==> src/rtl/adder_fc_pkg.sv <==
// Shared definitions for the multi-operand flow-controlled adder.
//   ACC_W_DEFAULT : default width of the accumulate-length field
//   state_t       : join/accumulate FSM state (IDLE, ACCUM)
//   calc_out_w()  : result width that cannot wrap for N_CH operands summed
//                   over up to 2^ACC_W-1 tuples
package adder_fc_pkg;

  localparam int ACC_W_DEFAULT = 4;

  typedef enum logic [0:0] {
    IDLE  = 1'b0,
    ACCUM = 1'b1
  } state_t;

  function automatic int calc_out_w(input int width, input int n_ch, input int acc_w);
    return width + $clog2(n_ch) + acc_w;
  endfunction

endpackage

==> src/rtl/flow_control_fifo.sv <==
// Single-channel valid/ready FIFO used to buffer one adder input channel.
// Ports:
//   clk, rst        : clock, synchronous active-low reset
//   up_vld/up_rdy   : producer handshake; up_rdy depends only on registered
//                     occupancy (and is low while in reset)
//   up_data         : producer payload
//   dn_vld/dn_rdy   : consumer handshake; dn_vld = FIFO non-empty
//   dn_data         : head entry
module flow_control_fifo #(
  parameter int WIDTH = 8,
  parameter int DEPTH = 2
) (
  input  logic             clk,
  input  logic             rst,
  input  logic             up_vld,
  output logic             up_rdy,
  input  logic [WIDTH-1:0] up_data,
  output logic             dn_vld,
  input  logic             dn_rdy,
  output logic [WIDTH-1:0] dn_data
);

  localparam int AW = $clog2(DEPTH);
  localparam logic [AW:0] PTR_ONE = 1;

  logic [WIDTH-1:0] mem [DEPTH];
  // Pointers carry one extra wrap bit so full and empty are distinguishable.
  logic [AW:0] wr_ptr;
  logic [AW:0] rd_ptr;
  logic        full;
  logic        empty;
  logic        push;
  logic        pop;

  assign full  = (wr_ptr[AW] != rd_ptr[AW]) && (wr_ptr[AW-1:0] == rd_ptr[AW-1:0]);
  assign empty = (wr_ptr == rd_ptr);

  // A full FIFO refuses a write even when it is popped in the same cycle,
  // keeping up_rdy free of any path from the downstream side.
  assign up_rdy  = rst & ~full;
  assign dn_vld  = ~empty;
  assign dn_data = mem[rd_ptr[AW-1:0]];

  assign push = up_vld & up_rdy;
  assign pop  = dn_rdy & ~empty;

  always_ff @(posedge clk) begin
    if (!rst) begin
      wr_ptr <= '0;
      rd_ptr <= '0;
    end else begin
      if (push) wr_ptr <= wr_ptr + PTR_ONE;
      if (pop)  rd_ptr <= rd_ptr + PTR_ONE;
    end
  end

  always_ff @(posedge clk) begin
    if (push) mem[wr_ptr[AW-1:0]] <= up_data;
  end

endmodule

==> src/rtl/multi_operand_adder_with_flow_control.sv <==
// N-channel flow-controlled adder. Each channel is buffered in its own FIFO;
// when every FIFO holds a token and the output register can take a value,
// one token is popped from every channel and the heads are summed. In single
// mode each tuple sum is emitted; in accumulate mode acc_len tuples (0 -> 1)
// are summed into one result.
// Ports:
//   clk, rst          : clock, synchronous active-low reset
//   in_vld/in_rdy     : per-channel producer handshake
//   in_data           : packed operands, channel i at [i*WIDTH +: WIDTH]
//   acc_en, acc_len   : mode and group length, sampled at group start
//   sum_vld/sum_rdy   : consumer handshake
//   sum_data          : zero-extended unsigned result
module multi_operand_adder_with_flow_control
  import adder_fc_pkg::*;
#(
  parameter  int WIDTH = 8,
  parameter  int N_CH  = 4,
  parameter  int DEPTH = 2,
  parameter  int ACC_W = ACC_W_DEFAULT,
  localparam int OUT_W = calc_out_w(WIDTH, N_CH, ACC_W)
) (
  input  logic                  clk,
  input  logic                  rst,
  input  logic [N_CH-1:0]       in_vld,
  output logic [N_CH-1:0]       in_rdy,
  input  logic [N_CH*WIDTH-1:0] in_data,
  input  logic                  acc_en,
  input  logic [ACC_W-1:0]      acc_len,
  output logic                  sum_vld,
  input  logic                  sum_rdy,
  output logic [OUT_W-1:0]      sum_data
);

  localparam logic [ACC_W-1:0] ACC_ONE = 1;

  logic [WIDTH-1:0] head [N_CH];
  logic [N_CH-1:0]  head_vld;
  logic             fire;

  logic [OUT_W-1:0] tuple_sum_p0;
  logic [ACC_W-1:0] len_start;
  logic [ACC_W-1:0] count_inc;
  logic             load_p0;
  logic [OUT_W-1:0] load_val_p0;

  state_t           state;
  logic [ACC_W-1:0] len_q;
  logic [ACC_W-1:0] count;
  logic [OUT_W-1:0] acc;

  logic             vld_p1;
  logic [OUT_W-1:0] sum_p1;

  for (genvar i = 0; i < N_CH; i++) begin : g_ch
    flow_control_fifo #(
      .WIDTH (WIDTH),
      .DEPTH (DEPTH)
    ) u_fifo (
      .clk     (clk),
      .rst     (rst),
      .up_vld  (in_vld[i]),
      .up_rdy  (in_rdy[i]),
      .up_data (in_data[i*WIDTH +: WIDTH]),
      .dn_vld  (head_vld[i]),
      .dn_rdy  (fire),
      .dn_data (head[i])
    );
  end

  // ---- stage p0: join FIFO heads, sum, decide whether a result is produced
  // All FIFOs pop together or not at all. The output-register condition is
  // required even in ACCUM, where no result is loaded on most fires.
  assign fire = (&head_vld) & (~vld_p1 | sum_rdy);

  always_comb begin
    tuple_sum_p0 = '0;
    for (int i = 0; i < N_CH; i++) begin
      tuple_sum_p0 = tuple_sum_p0 + OUT_W'(head[i]);
    end
  end

  assign len_start = (acc_len == '0) ? ACC_ONE : acc_len;
  assign count_inc = count + ACC_ONE;

  always_comb begin
    load_p0     = 1'b0;
    load_val_p0 = tuple_sum_p0;
    if (fire) begin
      if (state == IDLE) begin
        load_p0 = ~acc_en | (len_start == ACC_ONE);
      end else if (count_inc == len_q) begin
        load_p0     = 1'b1;
        load_val_p0 = acc + tuple_sum_p0;
      end
    end
  end

  always_ff @(posedge clk) begin
    if (!rst) begin
      state <= IDLE;
      len_q <= ACC_ONE;
      count <= '0;
      acc   <= '0;
    end else if (fire) begin
      if (state == IDLE) begin
        // Mode and length are captured only here; later changes wait for IDLE.
        len_q <= len_start;
        if (!load_p0) begin
          acc   <= tuple_sum_p0;
          count <= ACC_ONE;
          state <= ACCUM;
        end
      end else if (load_p0) begin
        acc   <= '0;
        count <= '0;
        state <= IDLE;
      end else begin
        acc   <= acc + tuple_sum_p0;
        count <= count_inc;
      end
    end
  end

  // ---- stage p1: single-entry output register, load and drain in one cycle
  always_ff @(posedge clk) begin
    if (!rst) begin
      vld_p1 <= 1'b0;
      sum_p1 <= '0;
    end else if (load_p0) begin
      vld_p1 <= 1'b1;
      sum_p1 <= load_val_p0;
    end else if (sum_rdy) begin
      vld_p1 <= 1'b0;
    end
  end

  assign sum_vld  = vld_p1;
  assign sum_data = sum_p1;

endmodule

==> config.mk <==
export PLATFORM = sky130hd
export DESIGN_NAME = multi_operand_adder_with_flow_control
export DESIGN_NICKNAME = d
export VERILOG_FILES = /design/src/rtl/adder_fc_pkg.sv /design/src/rtl/flow_control_fifo.sv /design/src/rtl/multi_operand_adder_with_flow_control.sv
export SDC_FILE = /design/constraint.sdc
export NUM_CORES = 1
export LEC_CHECK = 0
export CAP_MARGIN = 20
export CORE_MARGIN = 2
export CORE_UTILIZATION = 62
export CTS_CLUSTER_DIAMETER = 120
export DETAILED_ROUTE_END_ITERATION = 7
export PLACE_DENSITY_LB_ADDON = 0.05
export SLEW_MARGIN = 20
export SYNTH_ARGS = -nofsm -noshare
export SYNTH_HDL_FRONTEND = slang
export SYNTH_HIERARCHICAL = 1
export SYNTH_SLANG_ARGS = --single-unit
==> constraint.sdc <==
create_clock -name clk -period 7.3 [get_ports clk]
set_input_delay 1.46 -clock clk [delete_from_list [all_inputs] [get_ports clk]]
set_output_delay 1.46 -clock clk [all_outputs]
set_load 0.05 [all_outputs]
== After elaboration in Yosys (flattened, before gate mapping) ==
Memory sizes are Yosys's and may differ from the RTL's. A register that Yosys moved wholly into a read port is not among the register bits.
Cells that the tools add are included.
W data, S select, Z words.

* Register bits: 54
* Bits in latches: 0
* RAM bits: 64
* Memory bits (read-only): 0
* Bits of input ports: 44
* Output and inout bits: 19
* Logic and storage cells: 113
* Memories kept: 4

* Add/sub/neg operators: 13
* Multipliers: 0
* Divide/modulo/power cells: 0
* $lt $le $gt $ge: 0
* Eq/ne operators: 15
* Shift operators: 0
* Muxes and demuxes: 32
* Bitwise gates (word level): 26
* Reductions and logical operators: 9

{| class="wikitable"
|+ Memories
! name !! depth !! bits a word !! rd ports !! clocked after Yosys merged registers in !! write ports !! line !! source
|-
| g_ch[0].u_fifo.mem || 2 || 8 || 1 || 1 || 1 || flow_control_fifo.sv:26 || <nowiki>logic [WIDTH-1:0] mem [DEPTH];</nowiki>
|-
| g_ch[1].u_fifo.mem || 2 || 8 || 1 || 1 || 1 || flow_control_fifo.sv:26 ||
|-
| g_ch[2].u_fifo.mem || 2 || 8 || 1 || 1 || 1 || flow_control_fifo.sv:26 ||
|-
| g_ch[3].u_fifo.mem || 2 || 8 || 1 || 1 || 1 || flow_control_fifo.sv:26 ||
|}

{| class="wikitable"
|+ Operators with widths
! kind !! count
|-
| $mux W14 || 6
|-
| $mux W1 || 22
|-
| $add A2 B1 Y2 const B || 8
|-
| $mux W4 || 4
|-
| $add A14 B11 Y14 || 1
|-
| $and A1 B1 Y1 || 13
|-
| $add A10 B8 Y11 || 1
|-
| $not A1 Y1 || 11
|-
| $add A9 B8 Y10 || 1
|-
| $add A8 B8 Y9 || 1
|-
| $eq A2 B2 Y1 || 4
|-
| $add A4 B1 Y4 const B || 1
|-
| $eq A1 B1 Y1 || 4
|-
| $eq A4 B1 Y1 const B || 1
|-
| $eq A4 B4 Y1 || 1
|-
| $logic_and A1 B1 Y1 || 4
|-
| $logic_not A4 Y1 || 1
|-
| $ne A1 B1 Y1 || 4
|-
| $reduce_and A2 Y1 || 2
|-
| $reduce_and A4 Y1 || 1
|-
| $ne A2 B1 Y1 const B || 1
|-
| $or A1 B1 Y1 || 2
|-
| $reduce_bool A2 Y1 || 1
|}

== Logic depth before layout (Yosys ltp) ==
* Depth after elaboration: 8
* Mapped depth: 19

== Modules after synthesis ==
The synthesis kept the hierarchy.

{| class="wikitable"
|+ Modules (own cells, without submodules)
! module !! times used !! cells an instance !! area an instance (um2) !! seq. area each (um2)
|-
| flow_control_fifo || 4 || 58 || 857.1 || 580.6
|-
| multi_operand_adder_with_flow_control || 1 || 362 || 2994.1 || 760.7
|}

== Worst setup path before layout ==
Ideal clock, no wire load.

* Path type: register to register
* Start point: reg with a tool-made name
* End point: reg sum_p1[10] (netlist: sum_data[10])
* Arrival time: 4.550 ns
* Required time: 7.230 ns
* Path slack: 2.680 ns
* Stages on the path, launching flop included: 20
* Buffers on the path: 1
* Cells stage by stage: dfxtp_1 buf_2 mux2_2 inv_1 fa_1 inv_1 fa_1 ha_1 fa_1 a211oi_1 o21ai_0 a211oi_1 a21oi_1 ha_1 a2111oi_0 o21ai_0 a41oi_1 xnor2_1 nand2_1 a21oi_1

{| class="wikitable"
|+ RTL lines
! item !! line !! source
|-
| end signal: assignment || multi_operand_adder_with_flow_control.sv:131 || <nowiki>sum_p1 <= load_val_p0;</nowiki>
|-
| end: declaration || multi_operand_adder_with_flow_control.sv:52 || <nowiki>logic [OUT_W-1:0] sum_p1;</nowiki>
|}

==> run metrics <==
Post-synth EDFFs 64; storage element area 0.00308 mm²; setup TNS 0 ps; Fin. Hold Viols 0; std cell rows 37; Layout Cells excl Fill 802; worst skew pair latency 520 ps; CP peak stage delay 550 ps; leading area contributor after synthesis edfxtp_1; cell with the largest stage delay on the worst path dfxtp_1; vias in the first global route 4724; Synth Flop Type edfxtp_1; Placed Cells 771; Yosys cell types 54; max cap viols 0; Final period util 73.1%; Netlist Area Pre-Place 0.00642 mm²; Worst Path Buf+Inv 2; Congestion Overflow GR 0; Leak 2.93 nW; # IOs 63; CTS tree built; Clock Path Buffers 2; Fin Clk Skew 9.04 ps; delay-heaviest family, CP compound AO/OA/AOI/OAI gates; cts bufs inserted 17; Yosys top cell area share 29.9%; Worst Hold Class flip-flop to flip-flop; Tmin final 5340 ps; CTS root buffer clkbuf_8; # hold bufs at CTS 0; Tot GR Track Use 26.6%; count leader, synth edfxtp_1; CP startpoint kind flip-flop; area of the multi-input gates 0.00302 mm²; Detail Route Antenna Nets 0; setup slack, reg-to-reg 1960 ps; Final GP Congestion 0.862; vias per std cell 5.94; layout cells sized above 1 11.6%; Slew Limit Fails 0; CP Data Arrival Time 5780 ps; Syn Nets 677; sequential area share after synthesis 48.0%; post-CTS setup repair buffer count 0; port buffer count 62; worst path cell trace mux2_2 -> inv_1 -> fa_1 -> inv_1 -> fa_1 -> ha_1 -> fa_1 -> a211oi_1 -> o21ai_0 -> a211oi_1 -> a21oi_1 -> ha_1 -> a2111oi_0 -> o21ai_0 -> a41oi_1 -> xnor2_1 -> nand2_1 -> a21oi_1; crit end category flip-flop; Synth top cells by count edfxtp_1 (64), dfxtp_1 (58), inv_1 (49), nand2_1 (44), a21oi_1 (38); top cells by area, synth edfxtp_1 (30%), dfxtp_1 (18%), mux2_2 (5.6%); Initial Util 63.1%; pin count of the biggest net entering global routing 37; Die Span X 106 µm; Yosys warnings 6; initial antenna violation count 0; status finished, final reports clean; fmax 187 MHz; CP required 7740 ps; max_slew headroom 33.8%; synthesized flop and latch total 122; dpl hpwl 9980 µm; Final #Nets 737; Final setup viols 0; Mapped Cells 594; final WL 14100 µm; WL per Instance 17.6 µm; htree depth 4; drt first pass iters 5; die area 0.0112 mm²; Sink Count 122; critical path's most frequent cell fa_1; DRT iter0 DRCs 332; CP max FO 8; detailed-route via count 4762; clock-pin slew on the worst setup and hold paths 50 ps; PwrDens 256 mW/mm²; Worst-Margin Slew 994 ps; diode count 0; FILL cells 703; ys async rst share 0%; Synth Area per Inst 10.8 µm²; Synth-to-Final Area Change 19.7%; Max IR drop VDD 0.176 mV; Core ar. 0.0102 mm²; first-pass GRT wire length 23100 µm; Crit Path Class flip-flop to flip-flop; RSZ-0062 raised after global routing no; Die Ht 106 µm; DRC Markers 0; # resized after CTS 0
registers in the layout (all words and copies together) (netlist names), named ones only:
register / flops
g_ch.u_fifo/rd_ptr: 8
count: 4
g_ch.u_fifo/mem: 64
g_ch.u_fifo/wr_ptr: 8
sum_vld: 1
state: 1
acc: 14
sum_data: 14
len_q: 4
per-layer routing:
metal	wire, µm	track usage, %
met3	998	6.00
met5	0	0
met4	167	8.36
met1	6180	37.0
met2	6740	42.0
metrics by stage:
stage	instance area, µm²	total power (W)	utilization, %	hold slack [ps]	setup WS, ps
5_1_grt	7690	0.00205	75.5	496	1570
6_report	7690	0.00197	75.5	470	1960
4_1_cts	7690	0.00197	75.5	474	1990
3_3_place_gp	7110	0.00115	69.8	464	2270
2_1_floorplan	6420	0.00105	-	449	2680
3_5_place_dp	7110	0.00116	69.8	465	2060
kinds of logic (layout without fill, tap and decap cells):
| family | Yosys count | in the layout | share of synthesized area, % |
|---|---|---|---|
| AOI/OAI and AO/OA | 131 | 131 | 13.2 |
| xor gates and xnor gates | 33 | 33 | 4.97 |
| adders and majority gates | 39 | 39 | 9.59 |
| buffers and inverters | 75 | 147 | 4.93 |
| DFF | 122 | 122 | 48.0 |
| muxes | 45 | 45 | 7.64 |
| and+or+nand+nor | 149 | 149 | 11.7 |
worst reg2reg max path, delay by kind of cell, from the launching register on:
family / cells / cell delay, ps
simple gates: 1 / 80
fa+ha+maj: 5 / 1860
mux: 1 / 380
xor+xnor: 1 / 180
compound gates: 8 / 2060
buf+inv: 2 / 160
flops: 1 / 550
path summary, 6_finish.rpt:
path	start	end	cells past startpoint
min reg2reg	sum_data[8]	sum_data[8]	2
max reg2reg	flip-flop	sum_data[10]	18
min	sum_data[8]	sum_data[8]	2
max	flip-flop	sum_data[10]	18
where the power goes:
| group | leakage (nW) | switching, W | internal [W] |
|---|---|---|---|
| combinational | 1.60 | 0.000235 | 0.000161 |
| clock | 0.280 | 0.000285 | 0.000534 |
| sequential | 1.06 | 0.0000124 | 0.000742 |
final cells by class:
type	count	share of cell area [%]
inverter	51	2.49
sequential	122	40.1
tap	136	2.21
multi-input combinational	397	39.3
timing repair buffer	65	8.37
clock inverter	8	1.56
clock buffer	23	5.94
placed cells by master (no fill, tap or decap), types with 13 or more instances in the layout:
| cell type | n |
|---|---|
| xnor2_1 | 22 |
| dfxtp_1 | 58 |
| inv_1 | 49 |
| fa_1 | 17 |
| a21oi_1 | 38 |
| ha_1 | 22 |
| mux2_2 | 32 |
| a31oi_1 | 17 |
| edfxtp_1 | 64 |
| nand3_1 | 23 |
| nor2_1 | 36 |
| clkbuf_16 | 16 |
| nand2_1 | 44 |
| mux2i_1 | 13 |
| o21ai_0 | 24 |
| clkdlybuf4s50_1 | 62 |
Note: power is estimated with default switching activity, not from simulation.
